[config.mk]
export PLATFORM = sky130hd
export DESIGN_NAME = ht_head_table_flat
export DESIGN_NICKNAME = d
export VERILOG_FILES = /design/src/rtl/ht_head_table_if.sv /design/src/rtl/ht_head_table.sv /design/src/flat_wrapper.sv
export SDC_FILE = /design/constraint.sdc
export NUM_CORES = 2
export LEC_CHECK = 0
export CAP_MARGIN = 20
export CORE_MARGIN = 1.5
export CORE_UTILIZATION = 41
export DETAILED_ROUTE_END_ITERATION = 10
export DONT_BUFFER_PORTS = 1
export GPL_ROUTABILITY_DRIVEN = 0
export GPL_TIMING_DRIVEN = 0
export MAX_ROUTING_LAYER = met4
export PLACE_DENSITY = 0.6
export SLEW_MARGIN = 30
export SYNTH_ARGS = -nofsm -noshare
export SYNTH_HDL_FRONTEND = slang
export SYNTH_SLANG_ARGS = --single-unit
[constraint.sdc]
create_clock -name clk_i -period 12.3 [get_ports clk_i]
set_input_delay 2.46 -clock clk_i [delete_from_list [all_inputs] [get_ports clk_i]]
set_output_delay 2.46 -clock clk_i [all_outputs]
set_load 0.02 [all_outputs]
[src/rtl/ht_head_table_if.sv]
// Bus interface for ht_head_table: upstream request, downstream response,
// head-pointer write-back and status. The optional statistics signals exist
// only when HT_HEAD_TABLE_STATS_EN is defined.
interface ht_head_table_if #(
    parameter int KEY_WIDTH      = 32,
    parameter int VALUE_WIDTH    = 16,
    parameter int BUCKET_WIDTH   = 8,
    parameter int HEAD_PTR_WIDTH = 10
) ();
    logic                      init_done_o;
    // upstream request
    logic [1:0]                cmd_i;
    logic [KEY_WIDTH-1:0]      key_i;
    logic [VALUE_WIDTH-1:0]    value_i;
    logic [BUCKET_WIDTH-1:0]   bucket_i;
    logic                      valid_i;
    logic                      ready_o;
    // downstream response
    logic [1:0]                cmd_o;
    logic [KEY_WIDTH-1:0]      key_o;
    logic [VALUE_WIDTH-1:0]    value_o;
    logic [BUCKET_WIDTH-1:0]   bucket_o;
    logic [HEAD_PTR_WIDTH-1:0] head_ptr_o;
    logic                      head_ptr_val_o;
    logic                      valid_o;
    logic                      ready_i;
    // head write-back from the data-table stage
    logic                      head_wr_en_i;
    logic [BUCKET_WIDTH-1:0]   head_wr_bucket_i;
    logic [HEAD_PTR_WIDTH-1:0] head_wr_ptr_i;
    logic                      head_wr_ptr_val_i;
`ifdef HT_HEAD_TABLE_STATS_EN
    logic [31:0]               lookup_cnt_o;
    logic [31:0]               empty_head_cnt_o;
`endif

    // Environment side: drives requests, downstream ready and write-backs.
    modport master (
`ifdef HT_HEAD_TABLE_STATS_EN
        input  lookup_cnt_o, empty_head_cnt_o,
`endif
        input  init_done_o, ready_o, cmd_o, key_o, value_o, bucket_o,
               head_ptr_o, head_ptr_val_o, valid_o,
        output cmd_i, key_i, value_i, bucket_i, valid_i, ready_i,
               head_wr_en_i, head_wr_bucket_i, head_wr_ptr_i, head_wr_ptr_val_i
    );

    // Head-table side.
    modport slave (
`ifdef HT_HEAD_TABLE_STATS_EN
        output lookup_cnt_o, empty_head_cnt_o,
`endif
        output init_done_o, ready_o, cmd_o, key_o, value_o, bucket_o,
               head_ptr_o, head_ptr_val_o, valid_o,
        input  cmd_i, key_i, value_i, bucket_i, valid_i, ready_i,
               head_wr_en_i, head_wr_bucket_i, head_wr_ptr_i, head_wr_ptr_val_i
    );
endinterface

[src/rtl/ht_head_table.sv]
// Head-pointer lookup stage of the hash table pipeline. Sweeps the head RAM to
// empty after reset, then reads the head pointer of each accepted bucket and
// forwards it with the command one cycle later. Head writes from the data-table
// stage are forwarded into the output so it always matches RAM content.
// Optional lookup statistics: define HT_HEAD_TABLE_STATS_EN.
module ht_head_table #(
    parameter int KEY_WIDTH      = 32,
    parameter int VALUE_WIDTH    = 16,
    parameter int BUCKET_WIDTH   = 8,
    parameter int HEAD_PTR_WIDTH = 10
) (
    input logic          clk_i,
    input logic          rst_i,
    ht_head_table_if.slave bus
);
    localparam int DEPTH    = 1 << BUCKET_WIDTH;
    localparam int HEAD_W   = HEAD_PTR_WIDTH + 1;   // {ptr_val, ptr}
    localparam logic [0:0] ST_INIT = 1'b0;
    localparam logic [0:0] ST_RUN  = 1'b1;

    logic [0:0]              state;
    logic [BUCKET_WIDTH-1:0] init_addr;
    logic                    init_done;
    logic                    run;
    logic                    ready;
    logic                    xfer;

    logic [HEAD_W-1:0]       mem [DEPTH];
    logic                    ram_we;
    logic [BUCKET_WIDTH-1:0] ram_waddr;
    logic [HEAD_W-1:0]       ram_wdata;
    logic [HEAD_W-1:0]       ram_rdata;

    logic                    byp_sel;
    logic [HEAD_W-1:0]       byp_data;
    logic [HEAD_W-1:0]       wr_entry;
    logic                    wr_hit_in;
    logic                    wr_hit_out;

    logic [1:0]              cmd_q;
    logic [KEY_WIDTH-1:0]    key_q;
    logic [VALUE_WIDTH-1:0]  value_q;
    logic [BUCKET_WIDTH-1:0] bucket_q;
    logic                    valid_q;
    logic [HEAD_W-1:0]       head;

    assign run        = (state == ST_RUN);
    assign ready      = run && (!valid_q || bus.ready_i);
    assign xfer       = bus.valid_i && ready;
    assign wr_entry   = {bus.head_wr_ptr_val_i, bus.head_wr_ptr_i};
    assign wr_hit_in  = run && bus.head_wr_en_i && (bus.head_wr_bucket_i == bus.bucket_i);
    assign wr_hit_out = run && bus.head_wr_en_i && (bus.head_wr_bucket_i == bucket_q);

    // Init sweep counter and INIT -> RUN transition (RUN is terminal).
    // NOTE: sequential state uses non-blocking assignments so every flop samples pre-edge values.
    always_ff @(posedge clk_i or posedge rst_i) begin
        if (rst_i) begin
            state     <= ST_INIT;
            init_addr <= '0;
            init_done <= 1'b0;
        end else if (state == ST_INIT) begin
            init_addr <= init_addr + 1'b1;
            if (&init_addr) begin
                state     <= ST_RUN;
                init_done <= 1'b1;
            end
        end
    end

    // RAM write port: clearing sweep in INIT, data-table write-back in RUN.
    // NOTE: every always_comb output gets a default first so no latch is inferred.
    always_comb begin
        ram_we    = 1'b0;
        ram_waddr = bus.head_wr_bucket_i;
        ram_wdata = wr_entry;
        if (!run) begin
            ram_we    = 1'b1;
            ram_waddr = init_addr;
            ram_wdata = '0;
        end else if (bus.head_wr_en_i) begin
            ram_we    = 1'b1;
        end
    end

    // Head RAM: one write port, one registered read port enabled on transfer.
    // NOTE: the array is deliberately not reset; the INIT sweep clears it so it maps to block RAM.
    always_ff @(posedge clk_i) begin
        if (ram_we)
            mem[ram_waddr] <= ram_wdata;
        if (xfer)
            ram_rdata <= mem[bus.bucket_i];
    end

    // Forwarding register: overrides stale RAM read data when a write hits the
    // bucket being accepted or the bucket currently presented downstream.
    always_ff @(posedge clk_i or posedge rst_i) begin
        if (rst_i) begin
            byp_sel  <= 1'b1;
            byp_data <= '0;
        end else if (xfer) begin
            byp_sel  <= wr_hit_in;
            byp_data <= wr_entry;
        end else if (wr_hit_out) begin
            byp_sel  <= 1'b1;
            byp_data <= wr_entry;
        end
    end

    // Downstream output register with hold-on-stall.
    always_ff @(posedge clk_i or posedge rst_i) begin
        if (rst_i) begin
            cmd_q    <= '0;
            key_q    <= '0;
            value_q  <= '0;
            bucket_q <= '0;
            valid_q  <= 1'b0;
        end else if (xfer) begin
            cmd_q    <= bus.cmd_i;
            key_q    <= bus.key_i;
            value_q  <= bus.value_i;
            bucket_q <= bus.bucket_i;
            valid_q  <= 1'b1;
        end else if (bus.ready_i) begin
            valid_q  <= 1'b0;
        end
    end

    assign head               = byp_sel ? byp_data : ram_rdata;
    assign bus.init_done_o    = init_done;
    assign bus.ready_o        = ready;
    assign bus.cmd_o          = cmd_q;
    assign bus.key_o          = key_q;
    assign bus.value_o        = value_q;
    assign bus.bucket_o       = bucket_q;
    assign bus.head_ptr_o     = head[HEAD_PTR_WIDTH-1:0];
    assign bus.head_ptr_val_o = head[HEAD_PTR_WIDTH];
    assign bus.valid_o        = valid_q;

`ifdef HT_HEAD_TABLE_STATS_EN
    logic [31:0] lookup_cnt;
    logic [31:0] empty_cnt;

    // Saturating counters of downstream transfers and of those with an empty head.
    always_ff @(posedge clk_i or posedge rst_i) begin
        if (rst_i) begin
            lookup_cnt <= '0;
            empty_cnt  <= '0;
        end else if (valid_q && bus.ready_i) begin
            if (lookup_cnt != 32'hFFFF_FFFF)
                lookup_cnt <= lookup_cnt + 1'b1;
            if (!head[HEAD_PTR_WIDTH] && empty_cnt != 32'hFFFF_FFFF)
                empty_cnt <= empty_cnt + 1'b1;
        end
    end

    assign bus.lookup_cnt_o     = lookup_cnt;
    assign bus.empty_head_cnt_o = empty_cnt;
`endif
endmodule
[src/flat_wrapper.sv]
// flat-port wrapper written by rule: the top's interface ports become plain ports
module ht_head_table_flat 
#(
    parameter int KEY_WIDTH      = 32,
    parameter int VALUE_WIDTH    = 16,
    parameter int BUCKET_WIDTH   = 8,
    parameter int HEAD_PTR_WIDTH = 10
)
  (clk_i, rst_i, bus_init_done_o, bus_ready_o, bus_cmd_o, bus_key_o, bus_value_o, bus_bucket_o, bus_head_ptr_o, bus_head_ptr_val_o, bus_valid_o, bus_cmd_i, bus_key_i, bus_value_i, bus_bucket_i, bus_valid_i, bus_ready_i, bus_head_wr_en_i, bus_head_wr_bucket_i, bus_head_wr_ptr_i, bus_head_wr_ptr_val_i);
  ht_head_table_if #(.KEY_WIDTH(KEY_WIDTH), .VALUE_WIDTH(VALUE_WIDTH), .BUCKET_WIDTH(BUCKET_WIDTH), .HEAD_PTR_WIDTH(HEAD_PTR_WIDTH)) bus_i ();
  input logic clk_i;
  input logic rst_i;
  output wire logic [$bits(bus_i.init_done_o)-1:0] bus_init_done_o;
  output wire logic [$bits(bus_i.ready_o)-1:0] bus_ready_o;
  output wire logic [$bits(bus_i.cmd_o)-1:0] bus_cmd_o;
  output wire logic [$bits(bus_i.key_o)-1:0] bus_key_o;
  output wire logic [$bits(bus_i.value_o)-1:0] bus_value_o;
  output wire logic [$bits(bus_i.bucket_o)-1:0] bus_bucket_o;
  output wire logic [$bits(bus_i.head_ptr_o)-1:0] bus_head_ptr_o;
  output wire logic [$bits(bus_i.head_ptr_val_o)-1:0] bus_head_ptr_val_o;
  output wire logic [$bits(bus_i.valid_o)-1:0] bus_valid_o;
  input wire logic [$bits(bus_i.cmd_i)-1:0] bus_cmd_i;
  input wire logic [$bits(bus_i.key_i)-1:0] bus_key_i;
  input wire logic [$bits(bus_i.value_i)-1:0] bus_value_i;
  input wire logic [$bits(bus_i.bucket_i)-1:0] bus_bucket_i;
  input wire logic [$bits(bus_i.valid_i)-1:0] bus_valid_i;
  input wire logic [$bits(bus_i.ready_i)-1:0] bus_ready_i;
  input wire logic [$bits(bus_i.head_wr_en_i)-1:0] bus_head_wr_en_i;
  input wire logic [$bits(bus_i.head_wr_bucket_i)-1:0] bus_head_wr_bucket_i;
  input wire logic [$bits(bus_i.head_wr_ptr_i)-1:0] bus_head_wr_ptr_i;
  input wire logic [$bits(bus_i.head_wr_ptr_val_i)-1:0] bus_head_wr_ptr_val_i;
  assign bus_init_done_o = bus_i.init_done_o;
  assign bus_ready_o = bus_i.ready_o;
  assign bus_cmd_o = bus_i.cmd_o;
  assign bus_key_o = bus_i.key_o;
  assign bus_value_o = bus_i.value_o;
  assign bus_bucket_o = bus_i.bucket_o;
  assign bus_head_ptr_o = bus_i.head_ptr_o;
  assign bus_head_ptr_val_o = bus_i.head_ptr_val_o;
  assign bus_valid_o = bus_i.valid_o;
  assign bus_i.cmd_i = bus_cmd_i;
  assign bus_i.key_i = bus_key_i;
  assign bus_i.value_i = bus_value_i;
  assign bus_i.bucket_i = bus_bucket_i;
  assign bus_i.valid_i = bus_valid_i;
  assign bus_i.ready_i = bus_ready_i;
  assign bus_i.head_wr_en_i = bus_head_wr_en_i;
  assign bus_i.head_wr_bucket_i = bus_head_wr_bucket_i;
  assign bus_i.head_wr_ptr_i = bus_head_wr_ptr_i;
  assign bus_i.head_wr_ptr_val_i = bus_head_wr_ptr_val_i;
  ht_head_table #(.KEY_WIDTH(KEY_WIDTH), .VALUE_WIDTH(VALUE_WIDTH), .BUCKET_WIDTH(BUCKET_WIDTH), .HEAD_PTR_WIDTH(HEAD_PTR_WIDTH)) u_core (.clk_i(clk_i), .rst_i(rst_i), .bus(bus_i));
endmodule
==> results.toml <==
[power_and_ir_drop]
power_density_nw_per_um2 = 158
p_leak_nw = 40.5
vdd_drop_max_uv = 168
finalPower_w = 0.0206

[route]
dr.pass1.iters = 6
wl_per_cell_um = 40.8
drc = 0
vias_per_cell = 6.46
finalWirelength_um = 393000
num_vias = 62325
drtIter0Drc = 11068
antenna_left = 0

[timing]
setup_slack_ns = 5.28
period_share_pct = 57.1
fin_crit_ns = 7.02
max-slew-margin-rel_pct = 16.4
final.setup.tns_ns = 0
finClkSkew_ns = 0.0424
setup-violations-final = 0
worst_pin_slew_ns = 1.25
clock.fmax_mhz = 142
rsz0062_at_grt = "no"
finalHoldViolations = 0
final_max_slew_viol_count = 0

[critical_path]
slowest_delay_ns = 0.91
cp.required_ns = 12.93
worstPathCellList = "buf_2 -> buf_2 -> buf_2 -> buf_2 -> buf_2 -> mux4_2 -> o22ai_1 -> nor3_1 -> a211oi_1 -> nor4_2"
path_class = "primary input to flop"
cp-start-kind = "primary input"
arrival_ns = 7.65
r2r_slack_ns = 7.46
critPathMaxFanout = 10
end_kind = "flop"
cp_slowest_cell = "buf_2"
path_common_cell = "buf_2"

[die]
die_y_um = 527
fp-row-count = 192
core_area_um2 = 274000
initial_utilization_pct = 41.2
die_area_um2 = 278000
ios = 154
dieWidth_um = 527

[place]
dp_hpwl_um = 269000
io_buffers = 0
place_inst = 9090
dpl_worst_slack_ns = 4.52

[grt]
antenna_found_initial = 30
grt_start_max_net_pins = 73
grt_pass1_wl_um = 519000
grtUsageTotal_pct = 28.8
grt_pass1_vias = 59209
overflow = 0

[final_layout]
final_common_cell = "edfxtp_1"
final_cell_mix = "edfxtp_1, mux4_2, clkbuf_16"
fillers = 22127
drive_gt1_share_pct = 29.6
finalNonFillerCells = 9653
nets = 5900
areaGrowthSynthToFinish_pct = 16.0

[logic_synthesis]
synthCells = 5362
seq_area_frac_synth_pct = 77.1
synth_area_um2 = 113000
yosys_warnings = 0
ys.flop_type = "edfxtp_1"
synth_seq_cells = 2908
synth_edf_count = 2827
synth_fp_nets = 5445
async_flop_share_pct = 2.79
synth.avg_cell_area_um2 = 21.0
ys_types = 59

[cts]
clk_pin_slew_ns = 0.06
post_cts_resized = 0
ctsHoldBuffers = 0
cts_setup_buffers = 0
clockBufferDepth = 4
cts.sinks = 2908
cts_tree = "yes"
cts_made_buffers = 313
root_buffer = "clkbuf_16"
clk_latency_ns = 0.99
htreeDepth = 5

[run]
drv_cap = 0

[run_status]
status = "finished clean"

[hold_path]
holdCritPathClass = "flop to flop"
power by group:
group / leakage, nW / internal, W / total, W / switching (W)
sequential: 25.9 / 0.0107 / 0.0107 / 0
combinational: 9.89 / 0.000245 / 0.000871 / 0.000626
clock: 4.69 / 0.00524 / 0.00907 / 0.00384
total: 40.5 / 0.0162 / 0.0206 / 0.00446
worst max-delay path: cells and delay by family:
| family | cells | cell delay, ns |
|---|---|---|
| buf+inv | 5 | 2.87 |
| simple gates | 2 | 1.58 |
| mux | 1 | 0.36 |
| compound gates | 2 | 0.28 |
area by class of cell:
cell class	count	area, um2	area share [%]
sequential	2908	86900	66.5
inverter	14	57.6	0.0440
buffer	311	1710	1.31
tap	3589	4490	3.43
antenna	20	50.0	0.0383
timing repair buffer	140	2770	2.12
clock buffer	380	8220	6.29
clock inverter	162	1370	1.05
multi-input combinational	2129	25200	19.3
stage by stage:
step / area, um2 / hold slack [ns] / util, %
3_5_place_dp: 121000 / 0.487 / 44.2
3_3_place_gp: 117000 / 0.481 / 42.8
5_1_grt: 131000 / 0.526 / 47.8
6_report: 131000 / 0.504 / 47.8
2_1_floorplan: 113000 / 0.474 / -
4_1_cts: 131000 / 0.500 / 47.8
worst paths after layout:
path                                                startpoint                                end  cells past startpoint
min in group asynchronous                                rst_i  u_core.bus.value_o[8]$_DFFE_PP0P_                      1
worst min-delay path            u_core.byp_data[5]$_DFFE_PP0P_     u_core.byp_data[5]$_DFFE_PP0P_                      1
worst max register to register            u_core.run$_DFF_PP0_       u_core.mem[227][3]$_DFFE_PP_                      6
worst max-delay path                           bus_bucket_i[1]      u_core.ram_rdata[5]$_DFFE_PP_                     10
worst min register to register  u_core.byp_data[5]$_DFFE_PP0P_     u_core.byp_data[5]$_DFFE_PP0P_                      1
max in group asynchronous                                rst_i         u_core.byp_sel$_DFFE_PP1P_                      2
metal layers:
metal / GRT usage [%] / part of all wire, % / vias to the layer above
met3: 9.68 / 14 / 1003
met4: 14.9 / 6.3 / 0
met2: 40.5 / 43 / 4880
li1: - / - / 23172
met5: - / 0 / -
met1: 37.2 / 37 / 33270
synth_stat cells (3+ instances only):
library cell	n	area share [%]
clkbuf_1	126	0.42
nor4_1	7	0.039
nor3_1	37	0.16
xor2_1	10	0.078
dfrtp_1	80	1.8
a221oi_1	10	0.078
mux2i_1	254	2.3
o21ai_0	37	0.16
nand2b_1	13	0.072
mux4_2	676	14
nand4_1	3	0.017
a22o_1	6	0.047
or3_1	9	0.050
a31oi_1	10	0.055
mux2_2	35	0.35
and2_1	16	0.089
a311oi_1	3	0.023
nor2_1	310	1.0
o221ai_1	82	0.64
a22oi_1	28	0.19
or2_2	3	0.017
buf_6	21	0.21
nand3_1	37	0.16
nand2_1	308	1.0
buf_4	40	0.27
a211oi_1	24	0.16
and3_1	19	0.11
buf_1	33	0.11
buf_2	89	0.40
xnor2_1	13	0.10
o31ai_1	14	0.093
o32ai_1	11	0.085
a32o_1	4	0.036
o22ai_1	47	0.26
a21oi_1	70	0.31
nor2b_1	10	0.055
inv_1	12	0.040
edfxtp_1	2827	75
registers in the layout (all words and copies together) (netlist names):
name                    cells
u_core.bus.cmd_o            2
u_core.byp_sel              1
u_core.bus.init_done_o      1
u_core.bus.value_o         16
u_core.ram_rdata           11
u_core.run                  1
u_core.bus.valid_o          1
u_core.mem               2816
u_core.init_addr            8
u_core.byp_data            11
u_core.bus.key_o           32
u_core.bus.bucket_o         8
cells by family after synthesis:
family          Yosys count  synth area share [%]
mux                     965                  16.1
compound gates          361                  2.25
buf+inv                 325                  1.47
xor+xnor                 23                 0.179
simple gates            779                  2.88
fa+ha+maj                 1                0.0111
flops                  2908                  77.1
(Power assumes the default switching activity.)
